[src/rtl/playback_fifo.sv]
// playback_fifo: small FIFO of playback words between the memory fetch and the
// playback unit. Each word packs 2-bit slots {enable,out}; an empty FIFO shows an
// all-zero head word, so every slot reads as disabled.
//
// Ports:
//   clk            rising-edge clock
//   resetN         synchronous active-low reset of control state
//   flush          synchronous clear of contents and status
//   wrValid/wrData producer offer; push when wrValid && wrReady
//   wrReady        space available (count != DEPTH)
//   advFIFO        consumer advance level; its rising edge pops one word
//   headData       oldest stored word, zero when empty
//   headValid      headData holds a stored word
//   count          words stored
//   underflow      sticky: advance seen while empty
//   underflowCount saturating underflow event count (stats build only)
//   highWater      peak count since reset/flush (stats build only)
//
// Define PLAYBACK_FIFO_STATS_EN to enable underflowCount/highWater; without it
// both ports are tied to zero.
module playback_fifo #(
    parameter int unsigned DEPTH = 4,
    parameter int unsigned WIDTH = 32
) (
    input  logic                           clk,
    input  logic                           resetN,
    input  logic                           flush,
    input  logic                           wrValid,
    input  logic [WIDTH-1:0]               wrData,
    output logic                           wrReady,
    input  logic                           advFIFO,
    output logic [WIDTH-1:0]               headData,
    output logic                           headValid,
    output logic [$clog2(DEPTH+1)-1:0]     count,
    output logic                           underflow,
    output logic [15:0]                    underflowCount,
    output logic [$clog2(DEPTH+1)-1:0]     highWater
);

    localparam int unsigned PtrW = $clog2(DEPTH);
    localparam int unsigned CntW = $clog2(DEPTH + 1);
    localparam logic [CntW-1:0] FullCnt = CntW'(DEPTH);

    if (DEPTH < 2 || DEPTH > 16 || (DEPTH & (DEPTH - 1)) != 0) begin : gDepthCheck
        $error("playback_fifo: DEPTH must be a power of two in 2..16");
    end

    // Storage is deliberately left unreset; count gates every read of it.
    logic [WIDTH-1:0] memQ [DEPTH];

    logic [PtrW-1:0] wrPtrQ, wrPtrD;
    logic [PtrW-1:0] rdPtrQ, rdPtrD;
    logic [CntW-1:0] countQ, countD;
    logic            advPrevQ;
    logic            underflowQ, underflowD;

    logic advEvent;
    logic doPush;
    logic doPop;
    logic uflEvent;

    // An advance is the rising edge of the held level, so one request pops once.
    always_comb begin
        advEvent = advFIFO & ~advPrevQ;
        doPush   = wrValid & wrReady & ~flush;
        doPop    = advEvent & (countQ != '0) & ~flush;
        // With the FIFO empty the advance cannot see a same-cycle push.
        uflEvent = advEvent & (countQ == '0) & ~flush;
    end

    always_comb begin
        wrPtrD     = wrPtrQ;
        rdPtrD     = rdPtrQ;
        countD     = countQ;
        underflowD = underflowQ;
        if (flush) begin
            wrPtrD     = '0;
            rdPtrD     = '0;
            countD     = '0;
            underflowD = 1'b0;
        end else begin
            if (doPush) begin
                wrPtrD = wrPtrQ + PtrW'(1);
            end
            if (doPop) begin
                rdPtrD = rdPtrQ + PtrW'(1);
            end
            countD = countQ + CntW'(doPush) - CntW'(doPop);
            if (uflEvent) begin
                underflowD = 1'b1;
            end
        end
    end

    always_ff @(posedge clk) begin
        if (!resetN) begin
            wrPtrQ     <= '0;
            rdPtrQ     <= '0;
            countQ     <= '0;
            advPrevQ   <= 1'b0;
            underflowQ <= 1'b0;
        end else begin
            wrPtrQ     <= wrPtrD;
            rdPtrQ     <= rdPtrD;
            countQ     <= countD;
            advPrevQ   <= advFIFO;
            underflowQ <= underflowD;
        end
    end

    always_ff @(posedge clk) begin
        if (resetN && doPush) begin
            memQ[wrPtrQ] <= wrData;
        end
    end

`ifdef PLAYBACK_FIFO_STATS_EN
    logic [15:0]     uflCntQ, uflCntD;
    logic [CntW-1:0] highWaterQ, highWaterD;

    always_comb begin
        uflCntD    = uflCntQ;
        highWaterD = highWaterQ;
        if (flush) begin
            uflCntD    = '0;
            highWaterD = '0;
        end else begin
            if (uflEvent && uflCntQ != 16'hFFFF) begin
                uflCntD = uflCntQ + 16'd1;
            end
            // Track against the post-edge count so the peak includes this cycle.
            if (countD > highWaterQ) begin
                highWaterD = countD;
            end
        end
    end

    always_ff @(posedge clk) begin
        if (!resetN) begin
            uflCntQ    <= '0;
            highWaterQ <= '0;
        end else begin
            uflCntQ    <= uflCntD;
            highWaterQ <= highWaterD;
        end
    end

    assign underflowCount = uflCntQ;
    assign highWater      = highWaterQ;
`else
    assign underflowCount = 16'd0;
    assign highWater      = '0;
`endif

    assign wrReady   = (countQ != FullCnt);
    assign headValid = (countQ != '0);
    assign headData  = (countQ != '0) ? memQ[rdPtrQ] : '0;
    assign count     = countQ;
    assign underflow = underflowQ;

endmodule

[config.mk]
export PLATFORM = sky130hd
export DESIGN_NAME = playback_fifo
export DESIGN_NICKNAME = d
export VERILOG_FILES = /design/src/rtl/playback_fifo.sv
export SDC_FILE = /design/constraint.sdc
export NUM_CORES = 1
export LEC_CHECK = 0
export BUFFER_PORTS_ARGS = -buffer_cell sky130_fd_sc_hd__buf_2
export CORE_MARGIN = 2
export CORE_UTILIZATION = 50
export DETAILED_ROUTE_END_ITERATION = 7
export GPL_ROUTABILITY_DRIVEN = 0
export PLACE_DENSITY = 0.75
export SYNTH_ARGS = -nofsm -noshare
export SYNTH_HDL_FRONTEND = slang
export SYNTH_SLANG_ARGS = --single-unit
[constraint.sdc]
create_clock -name clk -period 2.35 [get_ports clk]
set_input_delay 0.47 -clock clk [delete_from_list [all_inputs] [get_ports clk]]
set_output_delay 0.47 -clock clk [all_outputs]
set_load 0.03 [all_outputs]
==> results of run 1 <==
==> cell usage in the layout (no fill, tap or decap), drive strengths merged, types with 3 or more instances in the layout <==
cell type	Yosys	layout
a21oi	3	3
and2	7	7
buf	27	93
bufinv	0	4
clkbuf	5	19
clkinv	0	7
conb	1	19
dfxtp	11	11
edfxtp	128	128
ha	6	6
inv	6	6
mux4	32	32
nor2	4	4
nor2b	33	33
==> kinds of logic (layout without fill, tap and decap cells) <==
| group | after synthesis | after routing | share of synthesized area, % |
|---|---|---|---|
| mux | 32 | 32 | 13.0 |
| buf+inv | 38 | 131 | 4.42 |
| flops | 139 | 139 | 73.3 |
| fa+ha+maj | 7 | 7 | 1.72 |
| other cells | 1 | 19 | 0.0677 |
| simple gates | 56 | 56 | 6.28 |
| xor+xnor | 1 | 1 | 0.158 |
| compound gates | 9 | 9 | 1.04 |
==> path summary, 6_finish.rpt <==
path | slack (ns) | end
hold reg to reg | 0.47 | underflow
hold / removal | 0.16 | memQ[2][29]
setup / recovery | -0.13 | headData[8]
setup reg to reg | 0.13 | count[2]
==> through the flow <==
stage          utilization (%)  hold WS [ns]  setup slack (ns)  total power [mW]
3_5_place_dp              56.3         0.454           -0.0893              3.07
5_1_grt                   63.9         0.139            -0.198              5.87
2_1_floorplan                -         0.459          0.000435              2.98
6_report                  63.9         0.163            -0.128              5.69
4_1_cts                   63.7         0.139            -0.162              5.74
3_3_place_gp              56.3         0.454           -0.0223              3.06
==> state kept, by name, summed over array words and instances (netlist names), named ones only <==
register   flops
memQ         128
wrPtrQ         2
underflow      1
count          3
rdPtrQ         2
advPrevQ       1
==> timing repair <==
item,in CTS,in global routing
setup endpoints to repair,32,33
gates cloned,3,0
setup buffers,2,1
gates resized for setup,38,14
==> power by group <==
part	total (mW)	switching, mW	internal, mW
Combinational	0.298	0.193	0.106
Sequential	2.74	0.00927	2.73
Clock	2.66	0.949	1.71
Total	5.69	1.15	4.54
==> routing by layer <==
layer	vias up	global-route usage (%)
met1	1395	22.7
met2	75	29.8
met4	0	6.78
li1	1265	-
met3	15	6.11
met5	-	0
==> area by class of cell <==
type / instances / area share, %
sequential: 139 / 58.9
multi-input combinational: 124 / 19.3
timing repair buffer: 93 / 10.4
clock buffer: 19 / 6.09
clock inverter: 13 / 2.53
tap: 140 / 2.53
inverter: 6 / 0.325
==> cells in the mapped netlist, types with 3 or more instances <==
| cell type | n | area share, % |
|---|---|---|
| sky130_fd_sc_hd__a21oi_1 | 3 | 0.27 |
| sky130_fd_sc_hd__and2_1 | 6 | 0.68 |
| sky130_fd_sc_hd__buf_2 | 5 | 0.45 |
| sky130_fd_sc_hd__buf_4 | 19 | 2.6 |
| sky130_fd_sc_hd__buf_6 | 3 | 0.61 |
| sky130_fd_sc_hd__clkbuf_1 | 3 | 0.20 |
| sky130_fd_sc_hd__dfxtp_1 | 11 | 4.0 |
| sky130_fd_sc_hd__edfxtp_1 | 128 | 69 |
| sky130_fd_sc_hd__ha_1 | 6 | 1.4 |
| sky130_fd_sc_hd__inv_1 | 6 | 0.41 |
| sky130_fd_sc_hd__mux4_2 | 32 | 13 |
| sky130_fd_sc_hd__nor2_1 | 4 | 0.27 |
| sky130_fd_sc_hd__nor2b_1 | 33 | 3.7 |
==> summary.json, run 1 <==
{
  "cts": {
    "clock-sinks": 139,
    "clkTransAtPathRegs_ns": 0.06,
    "numCtsBuffers": 17,
    "clock_tree_from_tritoncts": "built",
    "clkLatencyLatePin_ns": 0.52,
    "htree_num_levels": 4,
    "cts_root_buf": "sky130_fd_sc_hd__clkbuf_8",
    "clk_path_buf_depth": 2,
    "cts_hold_repair.buffers": 0
  },
  "routing": {
    "pre_repair_dr_iteration_count": 4,
    "m1WireLength_um": 4220,
    "post_drt_wl_per_cell_um": 18.5,
    "drt-total-wl_um": 9860,
    "met3WireLength_um": 444,
    "met2RoutedLength_um": 5060,
    "total_via_count_after_detailed_routing": 2750,
    "first_iter_violations": 143,
    "detail_route.drc_violations": 0,
    "avgViaCountPerCell": 5.15,
    "routed.top_layer": "met4",
    "ant_nets": 0
  },
  "sta": {
    "post-route-worst-setup-slack_ns": -0.128,
    "rsz0062_at_grt": "yes",
    "timing.final.setup_violations": 27,
    "timing.final.crit_share_pct": 105,
    "final.setup_skew_ns": 0.00848,
    "max_freq_mhz": 404,
    "count_of_pins_over_their_slew_limit": 0,
    "totalNegativeSetupSlack_ns": -2.45,
    "finalHoldViolCount": 0,
    "min_clock_period_post_route_ns": 2.48
  },
  "synth": {
    "synthArstFlopShare_pct": 0,
    "synth-seq-cells": 139,
    "synthesis.instances": 283,
    "ys.warnings.count": 0,
    "post_synth_instance_area_sq_um": 5540,
    "synth-seq-area-share_pct": 73.3,
    "synth-edff-count": 128,
    "synth_cell_type_count": 32,
    "synth_flop_cell": "sky130_fd_sc_hd__edfxtp_1",
    "postSynthAreaPerCell_sq_um": 19.6
  },
  "global_routing": {
    "globalRouteTotalUtil_pct": 18.2,
    "antenna_violations_before_repair": 0,
    "grt_start_max_net_pins": 39,
    "globalRouteOverflowTotal": 0,
    "grt_first_pass_wirelength_um": 15100,
    "first_global_vias": 2780
  },
  "pwr": {
    "power-per-cell-area_nw_per_um2": 822,
    "max-vdd-ir-drop_uv": 740,
    "power.static_leakage_nw": 2.46
  },
  "worst_setup_path": {
    "critical_path.max_stage_delay_ns": 0.48,
    "cp_cell_sequence": "buf_12, buf_16, mux4_2, nor2b_1, buf_4",
    "worstSetupEndpointType": "output port",
    "worst_r2r_startpoint": "count[1]",
    "slowest_stage": "sky130_fd_sc_hd__mux4_2",
    "ff2ff_path_depth": 10,
    "crit_arrival_ns": 2.01,
    "worstPathBufferInverterCount": 3,
    "critical_path_required_ns": 1.88,
    "critical_path_fanouts_max": 8,
    "timing.critical_path.max_delay_family": "multiplexers",
    "setup.worst_path.class": "flip-flop to output port",
    "critPathLaunchType": "flip-flop",
    "worst-path-stages": 5
  },
  "cells_and_area": {
    "register_area_sq_um": 4080,
    "filler_free_cell_count_of_the_finished_design": 534,
    "area_growth_pct": 25.0,
    "drive_above_1_share_pct": 43.1,
    "multi_input_area_sq_um": 1340,
    "antenna_cells_inserted": 0,
    "fill_cells": 768,
    "num-nets-final": 425,
    "postLayoutCellArea_sq_um": 6930
  },
  "floorplan": {
    "fp.dieArea_sq_um": 11900,
    "design.portCount": 94,
    "dieWidth_um": 109,
    "floorplan.die.height_um": 109,
    "placeableCoreArea_sq_um": 10800,
    "initial_core_util_pct": 51.1,
    "placementRows": 38
  },
  "outcome": {
    "run_status": "finished with violations",
    "violations": "setup timing"
  },
  "placed_design": {
    "dp_cells": 497,
    "detailedPlacementHpwl_um": 5610,
    "post_dp_cell_area_sq_um": 6100,
    "port_buffers": 74
  },
  "min_path": {
    "hold_path.class": "input port to flip-flop",
    "worst_hold_startpoint": "wrData[29]",
    "holdPathStages": 1
  },
  "job": {
    "maxCapViolCount": 0
  }
}
No activity file was read; power rests on OpenSTA's default activity.
==> run 2: changes to the inputs <==
--- a/config.mk
+++ b/config.mk
@@ -7,10 +7,10 @@
 export LEC_CHECK = 0
 export BUFFER_PORTS_ARGS = -buffer_cell sky130_fd_sc_hd__buf_2
 export CORE_MARGIN = 2
-export CORE_UTILIZATION = 50
+export CORE_UTILIZATION = 56
 export DETAILED_ROUTE_END_ITERATION = 7
 export GPL_ROUTABILITY_DRIVEN = 0
-export PLACE_DENSITY = 0.75
+export PLACE_DENSITY = 0.8
 export SYNTH_ARGS = -nofsm -noshare
 export SYNTH_HDL_FRONTEND = slang
 export SYNTH_SLANG_ARGS = --single-unit
==> constraint.sdc (replaced) <==
create_clock -name clk -period 2.3 [get_ports clk]
set_input_delay 0.46 -clock clk [delete_from_list [all_inputs] [get_ports clk]]
set_output_delay 0.46 -clock clk [all_outputs]
set_load 0.03 [all_outputs]
==> run 2 against run 1 <==
Against the previous run: the flow still finishes with violations (setup timing); first-iteration DRC count decreased by 36%; final cell count decreased by 1.3%; routed wire length decreased by 4.7%; count of clock-buffer cells in the layout increased by 1.
==> summary.json, run 2 (synthesis results as in run 1) <==
{
  "worst_setup_path": {
    "critical_path_fanouts_max": 6,
    "critical_path_required_ns": 1.84,
    "setup.worst_path.class": "flip-flop to output port",
    "crit_arrival_ns": 1.98,
    "worstSetupEndpointType": "output port",
    "critPathLaunchType": "flip-flop"
  },
  "sta": {
    "min_clock_period_post_route_ns": 2.44,
    "timing.final.setup_violations": 32,
    "final.setup_skew_ns": 0.00628,
    "rsz0062_at_grt": "yes",
    "finalHoldViolCount": 0,
    "max_freq_mhz": 410,
    "timing.final.crit_share_pct": 106,
    "count_of_pins_over_their_slew_limit": 0,
    "post-route-worst-setup-slack_ns": -0.140,
    "final.hold.worst_slack_ns": 0.151
  },
  "outcome": {
    "violations": "setup timing",
    "run_status": "finished with violations"
  },
  "cells_and_area": {
    "registers.top_by_ff_count": "memQ",
    "largest_register_ffs": 128,
    "postLayoutCellArea_sq_um": 6850,
    "antenna_cells_inserted": 0,
    "fill_cells": 626,
    "filler_free_cell_count_of_the_finished_design": 527,
    "most-common-layout-cells": "128 x sky130_fd_sc_hd__edfxtp_1, 42 x sky130_fd_sc_hd__buf_2, 41 x sky130_fd_sc_hd__buf_4, 32 x sky130_fd_sc_hd__mux4_2, 30 x sky130_fd_sc_hd__nor2b_1",
    "area_growth_pct": 23.5,
    "mostFrequentLayoutCell": "sky130_fd_sc_hd__edfxtp_1",
    "drive_above_1_share_pct": 42.6,
    "num-nets-final": 426,
    "finalCoreUtilization_pct": 70.7
  },
  "placed_design": {
    "detailedPlacementHpwl_um": 5630,
    "dp_cells": 492,
    "post_dp_cell_area_sq_um": 6110,
    "port_buffers": 74
  },
  "floorplan": {
    "floorplan.die.height_um": 103,
    "placeableCoreArea_sq_um": 9680,
    "initial_core_util_pct": 57.2,
    "placementRows": 36,
    "design.portCount": 94,
    "fp.dieArea_sq_um": 10700,
    "dieWidth_um": 103
  },
  "pwr": {
    "power.static_leakage_nw": 2.43,
    "power-per-cell-area_nw_per_um2": 808,
    "max-vdd-ir-drop_uv": 612,
    "total_power_mw": 5.54
  },
  "cts": {
    "numCtsBuffers": 17,
    "clkTransAtPathRegs_ns": 0.06,
    "cts_root_buf": "sky130_fd_sc_hd__clkbuf_8",
    "clk_path_buf_depth": 2,
    "clock_tree_from_tritoncts": "built",
    "htree_num_levels": 4,
    "clkLatencyLatePin_ns": 0.52,
    "clock-sinks": 139
  },
  "global_routing": {
    "global_route.usage.met1_pct": 23.1,
    "grt_start_max_net_pins": 39,
    "grt_util_met3_pct": 6.59,
    "antenna_violations_before_repair": 0,
    "met2_usage_pct": 32.0,
    "first_global_vias": 2768,
    "globalRouteTotalUtil_pct": 19.2,
    "globalRouteOverflowTotal": 0,
    "grt_first_pass_wirelength_um": 14400,
    "gr-max-usage-layer": "met2"
  },
  "job": {
    "maxCapViolCount": 0
  },
  "routing": {
    "drt-total-wl_um": 9400,
    "pre_repair_dr_iteration_count": 4,
    "detail_route.drc_violations": 0,
    "ant_nets": 0,
    "avgViaCountPerCell": 5.20,
    "post_drt_wl_per_cell_um": 17.8,
    "first_iter_violations": 92,
    "total_via_count_after_detailed_routing": 2739
  },
  "min_path": {
    "hold_path.class": "input port to flip-flop"
  }
}
run 2: cell types whose count changed in the layout (fill, tap and decap cells not counted), sizes merged:
| cell | previous run | this run |
|---|---|---|
| clkinv | 7 | 8 |
| buf | 93 | 92 |
| clkbuf | 19 | 22 |
| bufinv | 4 | 2 |
| clkinvlp | 2 | 1 |
run 2: power by group:
| group | switching [mW] | internal (mW) | leakage (nW) | total [mW] |
|---|---|---|---|---|
| combinational | 0.195 | 0.106 | 0.924 | 0.301 |
| sequential | 0.00973 | 2.79 | 1.25 | 2.80 |
| clock | 0.926 | 1.51 | 0.261 | 2.44 |
run 2: repair_timing:
item | in CTS | in global routing
endpoints found under the setup margin | 32 | 34
pin swaps | 0 | 3
hold buffers | 0 | 0
cloned | 1 | 2
buffers inserted | 0 | 1
resized for setup | 27 | 26
run 2: path summary, 6_finish.rpt:
kind	endpoint	depth (start not counted)	from	slack, ns
setup / recovery	headData[18]	4	flip-flop	-0.14
hold / removal	memQ[2][16]	1	wrData[16]	0.15
setup reg to reg	count[2]	10	count[2]	0.13
hold reg to reg	underflow	2	underflow	0.48
run 2: metal layers:
metal | share of wire [%] | up-vias
li1 | - | 1269
met5 | 0 | -
met3 | 5.8 | 14
met2 | 52 | 94
met1 | 41 | 1362
met4 | 1.6 | 0
run 2: critical path, stage by stage (launching register included):
cell and delay, ns:
sky130_fd_sc_hd__dfxtp_4 0.44, sky130_fd_sc_hd__clkbuf_16 0.20, sky130_fd_sc_hd__mux4_2 0.50, sky130_fd_sc_hd__nor2b_1 0.14, sky130_fd_sc_hd__buf_4 0.18
run 2: cell type report:
class / instances / area (sq um) / area share, %
sequential: 139 / 4080 / 59.6
multi-input combinational: 124 / 1340 / 19.5
timing repair buffer: 94 / 716 / 10.5
clock buffer: 20 / 425 / 6.21
tap: 133 / 166 / 2.43
clock inverter: 11 / 104 / 1.52
inverter: 6 / 22.5 / 0.329
run 2: stage by stage:
step | worst slack (ns) | TNS, ns
final | -0.140 | -3.45
after CTS | -0.168 | -4.41
after global placement | -0.0533 | -0.0533
after global routing | -0.202 | -5.81
after floorplan | 0.0144 | 0
after detailed placement | -0.141 | -0.141
